--- config.mk ---
export PLATFORM = sky130hd
export DESIGN_NAME = fft_seq_param
export DESIGN_NICKNAME = d
export VERILOG_FILES = /design/src/rtl/fft_seq_param.sv
export SDC_FILE = /design/constraint.sdc
export NUM_CORES = 1
export LEC_CHECK = 0
export CORE_MARGIN = 2
export CORE_UTILIZATION = 35
export DETAILED_ROUTE_END_ITERATION = 12
export DONT_BUFFER_PORTS = 1
export PLACE_DENSITY_LB_ADDON = 0.12
export SLEW_MARGIN = 10
export SYNTH_ARGS = -nofsm -noshare
export SYNTH_HDL_FRONTEND = slang
export SYNTH_SLANG_ARGS = --single-unit
--- constraint.sdc ---
create_clock -name clock -period 4.2 [get_ports clock]
set_input_delay 0.42 -clock clock [delete_from_list [all_inputs] [get_ports clock]]
set_output_delay 0.42 -clock clock [all_outputs]
set_load 0.01 [all_outputs]
--- src/rtl/fft_seq_param.sv ---
// Job sequencer for an in-place radix-2 DIT FFT: bit-reversed streaming load,
// LOG2N butterfly stages on a dual-port memory, then natural-order unload.
module fft_seq_param #(
  parameter int LOG2N   = 11,
  parameter int MEM_LAT = 1,
  parameter int BF_LAT  = 2
) (
  input  logic             clock,
  input  logic             reset,
  input  logic             start,
  input  logic             inverse,
  input  logic             in_valid,
  output logic             in_ready,
  output logic [LOG2N-1:0] mem_a_addr,
  output logic             mem_a_we,
  output logic             mem_a_src,
  output logic [LOG2N-1:0] mem_b_addr,
  output logic             mem_b_we,
  output logic [LOG2N-2:0] tf_addr,
  output logic             tf_conj,
  output logic             bf_enable,
  output logic             out_valid,
  output logic [LOG2N-1:0] out_index,
  output logic             busy,
  output logic             done
);

  localparam int N  = 1 << LOG2N;
  localparam int P  = MEM_LAT + BF_LAT + 1;
  localparam int SW = $clog2(LOG2N + 1);
  localparam int PW = $clog2(P + 1);
  localparam int HW = LOG2N - 1;
  localparam int IW = LOG2N + 2;

  typedef enum logic [1:0] {IDLE, LOAD, RUN, UNLOAD} state_t;

  function automatic logic [LOG2N-1:0] bitrev(input logic [LOG2N-1:0] v);
    for (int b = 0; b < LOG2N; b++) bitrev[b] = v[LOG2N-1-b];
  endfunction

  state_t          state_q, state_d;
  logic [IW-1:0]   cnt_q, cnt_d;       // sample k in LOAD, read address i in UNLOAD
  logic [SW-1:0]   stage_q, stage_d;
  logic [HW-1:0]   bfly_q, bfly_d;
  logic [PW-1:0]   phase_q, phase_d;
  logic            inv_q, inv_d;

  logic [LOG2N-1:0] a_addr_q, a_addr_d, b_addr_q, b_addr_d;
  logic             a_we_q, a_we_d, a_src_q, a_src_d, b_we_q, b_we_d;
  logic [HW-1:0]    tf_q, tf_d;
  logic             bf_en_q, bf_en_d, conj_q, conj_d;
  logic             ready_q, ready_d, busy_q, busy_d;
  logic             issue_q, issue_d, last_q, last_d;

  logic [MEM_LAT-1:0] vld_pipe_q, last_pipe_q;
  logic [LOG2N-1:0]   idx_pipe_q [MEM_LAT];

  logic [LOG2N-1:0] half, mask, jx, addr0;

  always_comb begin
    // NOTE: every combinational output gets a default first so no latch is inferred.
    state_d  = state_q;
    cnt_d    = cnt_q;
    stage_d  = stage_q;
    bfly_d   = bfly_q;
    phase_d  = phase_q;
    inv_d    = inv_q;
    a_addr_d = '0;
    b_addr_d = '0;
    a_we_d   = 1'b0;
    a_src_d  = 1'b0;
    b_we_d   = 1'b0;
    tf_d     = '0;
    bf_en_d  = 1'b0;
    issue_d  = 1'b0;
    last_d   = 1'b0;

    half  = LOG2N'(1) << stage_q;
    mask  = half - LOG2N'(1);
    jx    = {1'b0, bfly_q};
    addr0 = ((jx >> stage_q) << (stage_q + SW'(1))) | (jx & mask);

    unique case (state_q)
      IDLE: begin
        if (start) begin
          state_d = LOAD;
          inv_d   = inverse;
          cnt_d   = '0;
        end
      end
      LOAD: begin
        if (in_valid) begin
          a_we_d   = 1'b1;
          a_src_d  = 1'b1;
          a_addr_d = bitrev(cnt_q[LOG2N-1:0]);
          if (cnt_q == IW'(N - 1)) begin
            state_d = RUN;
            cnt_d   = '0;
            stage_d = '0;
            bfly_d  = '0;
            phase_d = '0;
          end else begin
            cnt_d = cnt_q + IW'(1);
          end
        end
      end
      RUN: begin
        // Addresses and twiddle index stay stable across all P phases of a butterfly.
        a_addr_d = addr0;
        b_addr_d = addr0 + half;
        tf_d     = HW'((jx & mask) << (SW'(LOG2N - 1) - stage_q));
        bf_en_d  = (phase_q >= PW'(MEM_LAT)) && (phase_q < PW'(MEM_LAT + BF_LAT));
        if (phase_q == PW'(P - 1)) begin
          a_we_d  = 1'b1;
          b_we_d  = 1'b1;
          phase_d = '0;
          bfly_d  = bfly_q + HW'(1);
          if (&bfly_q) begin
            stage_d = stage_q + SW'(1);
            if (stage_q == SW'(LOG2N - 1)) begin
              state_d = UNLOAD;
              cnt_d   = '0;
            end
          end
        end else begin
          phase_d = phase_q + PW'(1);
        end
      end
      UNLOAD: begin
        if (cnt_q < IW'(N)) begin
          issue_d  = 1'b1;
          a_addr_d = cnt_q[LOG2N-1:0];
          last_d   = (cnt_q == IW'(N - 1));
        end
        // Stay busy until the read pipeline has delivered the final bin.
        if (cnt_q == IW'(N + MEM_LAT)) state_d = IDLE;
        else                           cnt_d   = cnt_q + IW'(1);
      end
      default: state_d = IDLE;
    endcase

    ready_d = (state_d == LOAD);
    busy_d  = (state_d != IDLE);
    conj_d  = busy_d & inv_d;
  end

  always_ff @(posedge clock) begin
    if (reset) begin
      state_q  <= IDLE;
      cnt_q    <= '0;
      stage_q  <= '0;
      bfly_q   <= '0;
      phase_q  <= '0;
      inv_q    <= 1'b0;
      a_addr_q <= '0;
      b_addr_q <= '0;
      a_we_q   <= 1'b0;
      a_src_q  <= 1'b0;
      b_we_q   <= 1'b0;
      tf_q     <= '0;
      bf_en_q  <= 1'b0;
      conj_q   <= 1'b0;
      ready_q  <= 1'b0;
      busy_q   <= 1'b0;
      issue_q  <= 1'b0;
      last_q   <= 1'b0;
    end else begin
      state_q  <= state_d;
      cnt_q    <= cnt_d;
      stage_q  <= stage_d;
      bfly_q   <= bfly_d;
      phase_q  <= phase_d;
      inv_q    <= inv_d;
      a_addr_q <= a_addr_d;
      b_addr_q <= b_addr_d;
      a_we_q   <= a_we_d;
      a_src_q  <= a_src_d;
      b_we_q   <= b_we_d;
      tf_q     <= tf_d;
      bf_en_q  <= bf_en_d;
      conj_q   <= conj_d;
      ready_q  <= ready_d;
      busy_q   <= busy_d;
      issue_q  <= issue_d;
      last_q   <= last_d;
    end
  end

  // Result tagging trails the unload read address by the memory latency.
  always_ff @(posedge clock) begin
    // NOTE: this small pipeline is reset so an aborted job can never emit a stale done.
    if (reset) begin
      vld_pipe_q  <= '0;
      last_pipe_q <= '0;
      for (int i = 0; i < MEM_LAT; i++) idx_pipe_q[i] <= '0;
    end else begin
      vld_pipe_q[0]  <= issue_q;
      last_pipe_q[0] <= last_q;
      idx_pipe_q[0]  <= issue_q ? a_addr_q : '0;
      for (int i = 1; i < MEM_LAT; i++) begin
        vld_pipe_q[i]  <= vld_pipe_q[i-1];
        last_pipe_q[i] <= last_pipe_q[i-1];
        idx_pipe_q[i]  <= idx_pipe_q[i-1];
      end
    end
  end

  assign in_ready   = ready_q;
  assign mem_a_addr = a_addr_q;
  assign mem_a_we   = a_we_q;
  assign mem_a_src  = a_src_q;
  assign mem_b_addr = b_addr_q;
  assign mem_b_we   = b_we_q;
  assign tf_addr    = tf_q;
  assign tf_conj    = conj_q;
  assign bf_enable  = bf_en_q;
  assign busy       = busy_q;
  assign out_valid  = vld_pipe_q[MEM_LAT-1];
  assign out_index  = idx_pipe_q[MEM_LAT-1];
  assign done       = last_pipe_q[MEM_LAT-1];

endmodule

==> flow_summary_export.csv <==
group,metric,value,unit
detailed_routing,avgRoutedWirePerCell,18.19,µm
power,switching_share,27.05,%
final_layout,final_util,39.55,%
power,internal_power,1.301,mW
min_path,hp-class,"in -> reg",
timing,hold-worst-slack,0.1307,ns
timing,fmax,254.7,MHz
worst_setup_path,critPathKind,"reg -> reg",
synth,synthArstFlopShare,0,%
placed_design,routabilityCongestion,0.9549,
placed_design,dp_hpwl,11.74,mm
global_route,grt_max_degree,28,
job,drv_cap,0,
die,die_w,127.5,µm
timing,final_max_slew_viol_count,0,
clock_tree,ctsResizeCount,0,
timing,max_slew_margin,52.06,%
clock_tree,cts_buffers,9,
power,leakagePower,2.300,nW
synth,yosysSeqAreaShare,32.61,%
synth,syn-num-nets,684,
final_layout,fillers,1547,
detailed_routing,via_per_inst,5.612,
placed_design,placed_cell_area,0.005665,mm²
timing,grt_setup_unrepaired,"false",
worst_setup_path,cp.required,4.41,ns
clock_tree,cts.sinks,87,
final_layout,drive_above_1_share,11.36,%
synth,netlist_area,0.005341,mm²
power,power_switching,0.4824,mW
detailed_routing,totalWireLength,15.42,mm
detailed_routing,drt-pass1-iter-count,5,
timing,finalWorstPathRequiredPeriod,3.927,ns
power,p_seq_share,48.1,%
global_route,gr-usage-all-layers,19.43,%
final_layout,final_cell_area,0.005946,mm²
timing,skew,0.007533,ns
power,power_density,299.9,mW/mm²
die,die_y,127.5,µm
global_route,antenna_found_initial,0,
timing,fin_crit_sh,93.49,%
die,row_count,45,
synth,synth.avg_cell_area,8.205,µm²
synth,yosysWarnings,0,
final_layout,n_antenna_cell,0,
synth,synth_cell_types,75,
worst_setup_path,critical_path.max_fanout,8,
timing,finalHoldViolations,0,
timing,tightest_slew,0.7188,ns
worst_setup_path,arrival,4.14,ns
synth,synth_edf_count,0,
synth,ys.flop_type,"dfxtp_1",
die,core_area,0.01503,mm²
final_layout,final_cell_mix,"dfxtp_1, nor2_1, nand2_1",
global_route,grt-ovfl-total,0,
clock_tree,cts_setup_buffers,0,
final_layout,syn2layout_area_growth,11.31,%
power,ir_worst_vdd,209.3,µV
global_route,grt_pass1_wl,24.72,mm
timing,final.setup.tns,0,ns
clock_tree,cts.path.max_buffers,2,
final_layout,final_common_cell,"dfxtp_1",
clock_tree,cts_tree,"yes",
worst_setup_path,start_kind,"register",
worst_setup_path,cp-end-kind,"register",
power,clkPwrFrac,43.7,%
clock_tree,htree_num_levels,3,
outcome,status,"complete, no violations",
placed_design,io_buffers,0,
die,start_util,35.53,%
synth,postSynthCellCount,651,
detailed_routing,ant_nets,0,
synth,synth_seq_cells,87,
clock_tree,postCtsHoldBufs,0,
clock_tree,clkLatencyLatePin,0.35,ns
die,num_io_pins,57,
clock_tree,clk_pin_slew,0.07,ns
power,fin_total_pwr,1.783,mW
detailed_routing,drcViolationCount,0,
clock_tree,root_buffer,"clkbuf_16",
final_layout,nets,688,
detailed_routing,vias,4759,
global_route,grt_pass1_vias,4481,
timing,setup_viol,0,
power,pwr-share-comb,8.2,%
die,dieArea,0.01627,mm²
detailed_routing,drt-initial-drc-count,430,
[path summary, 6_finish.rpt]
path | start | end | slack (ns) | cells after the start
max | stage_q[0] | mem_b_addr[10] | 0.27 | 15
min | reset | stage_q[1] | 0.13 | 1
max reg2reg | stage_q[0] | mem_b_addr[10] | 0.27 | 15
min reg2reg | last_q | done | 0.45 | 1
[per-layer routing]
| metal | up-vias | wire length [µm] | share of wire, % | track usage [%] |
|---|---|---|---|---|
| met5 | - | 0 | 0 | 0 |
| met4 | 0 | 374 | 2.4 | 7.240 |
| met3 | 27 | 898 | 5.8 | 3.853 |
| met2 | 156 | 6778 | 44 | 29.13 |
| met1 | 2249 | 7372 | 48 | 27.59 |
| li1 | 2327 | - | - | - |
[power by group through the flow]
stage | registers (mW) | clock network (mW) | logic [mW]
2_1_floorplan | 0.873 | 0 | 0.111
3_3_place_gp | 0.877 | 0 | 0.145
6_report | 0.858 | 0.779 | 0.146
5_1_grt | 0.861 | 0.837 | 0.164
3_5_place_dp | 0.877 | 0 | 0.146
4_1_cts | 0.858 | 0.808 | 0.148
[sequential cells by signal (all words and copies together) (netlist names), 2 cells and up]
signal / count
phase_q: 3
tf_addr: 10
idx_pipe_q: 11
cnt_q: 13
bfly_q: 10
state_q: 2
mem_a_addr: 11
stage_q: 4
mem_b_addr: 11
[cells by family (layout without fill, tap and decap cells)]
logic type / after synthesis / in the layout / synth area share (%)
compound gates: 148 / 148 / 19.63
xor+xnor: 33 / 33 / 5.411
fa+ha+maj: 28 / 28 / 6.699
buf+inv: 71 / 80 / 5.294
flops: 87 / 87 / 32.61
mux: 24 / 24 / 6.278
simple gates: 260 / 260 / 24.08
[final cells by class]
type / instances / area (µm²) / area share [%]
Clock inverter: 6 / 50.05 / 0.8418
Multi-Input combinational cell: 493 / 3317 / 55.79
Tap cell: 188 / 235.2 / 3.956
Inverter: 29 / 108.9 / 1.831
Clock buffer: 10 / 229.0 / 3.851
Timing Repair Buffer: 35 / 262.8 / 4.419
Sequential cell: 87 / 1743 / 29.31
[Yosys cell counts, types with 4 or more instances]
cell type / count / area (µm²)
or3_1: 8 / 50.05
o21ai_0: 20 / 100.1
nor3b_1: 4 / 30.03
nand2_1: 49 / 183.9
nor3_1: 17 / 85.08
a22oi_1: 6 / 45.04
ha_1: 27 / 337.8
o31ai_1: 6 / 45.04
o21a_1: 9 / 67.56
xor2_1: 15 / 131.4
nor2b_1: 13 / 81.33
mux2_2: 6 / 67.56
a21oi_1: 32 / 160.2
buf_2: 7 / 35.03
nand3_1: 21 / 105.1
nand4_1: 6 / 37.54
and3_1: 8 / 50.05
xnor2_1: 18 / 157.7
nand2b_1: 9 / 56.30
a222oi_1: 6 / 60.06
mux4_2: 7 / 157.7
o22ai_1: 5 / 31.28
dfxtp_1: 87 / 1742
mux2i_1: 11 / 110.1
a21o_1: 10 / 75.07
nor2_1: 82 / 307.8
buf_1: 4 / 15.01
and2_1: 21 / 131.4
clkbuf_1: 30 / 112.6
inv_1: 27 / 101.4
a31oi_1: 6 / 37.54
nor4_1: 4 / 25.02
[per-stage QoR]
stage	setup WS (ns)	std cells
after floorplan	0.1103	651
after global placement	0.3721	832
after detailed placement	0.3048	832
after CTS	0.2712	848
after global routing	0.04166	848
final	0.2733	848
[critical path, cell delays in order, from the launching register on]
cell	delay (ns)
dfxtp_1	0.51
mux4_2	0.57
and2_4	0.16
or3_4	0.39
a21o_1	0.24
nand3_1	0.10
nand2_1	0.12
fa_1	0.47
a21o_1	0.18
a21oi_1	0.17
nor2_1	0.08
and3_1	0.18
a21oi_1	0.20
a21oi_1	0.13
nor3_1	0.23
nor3_1	0.06
Power figures use the tool's default switching activity.
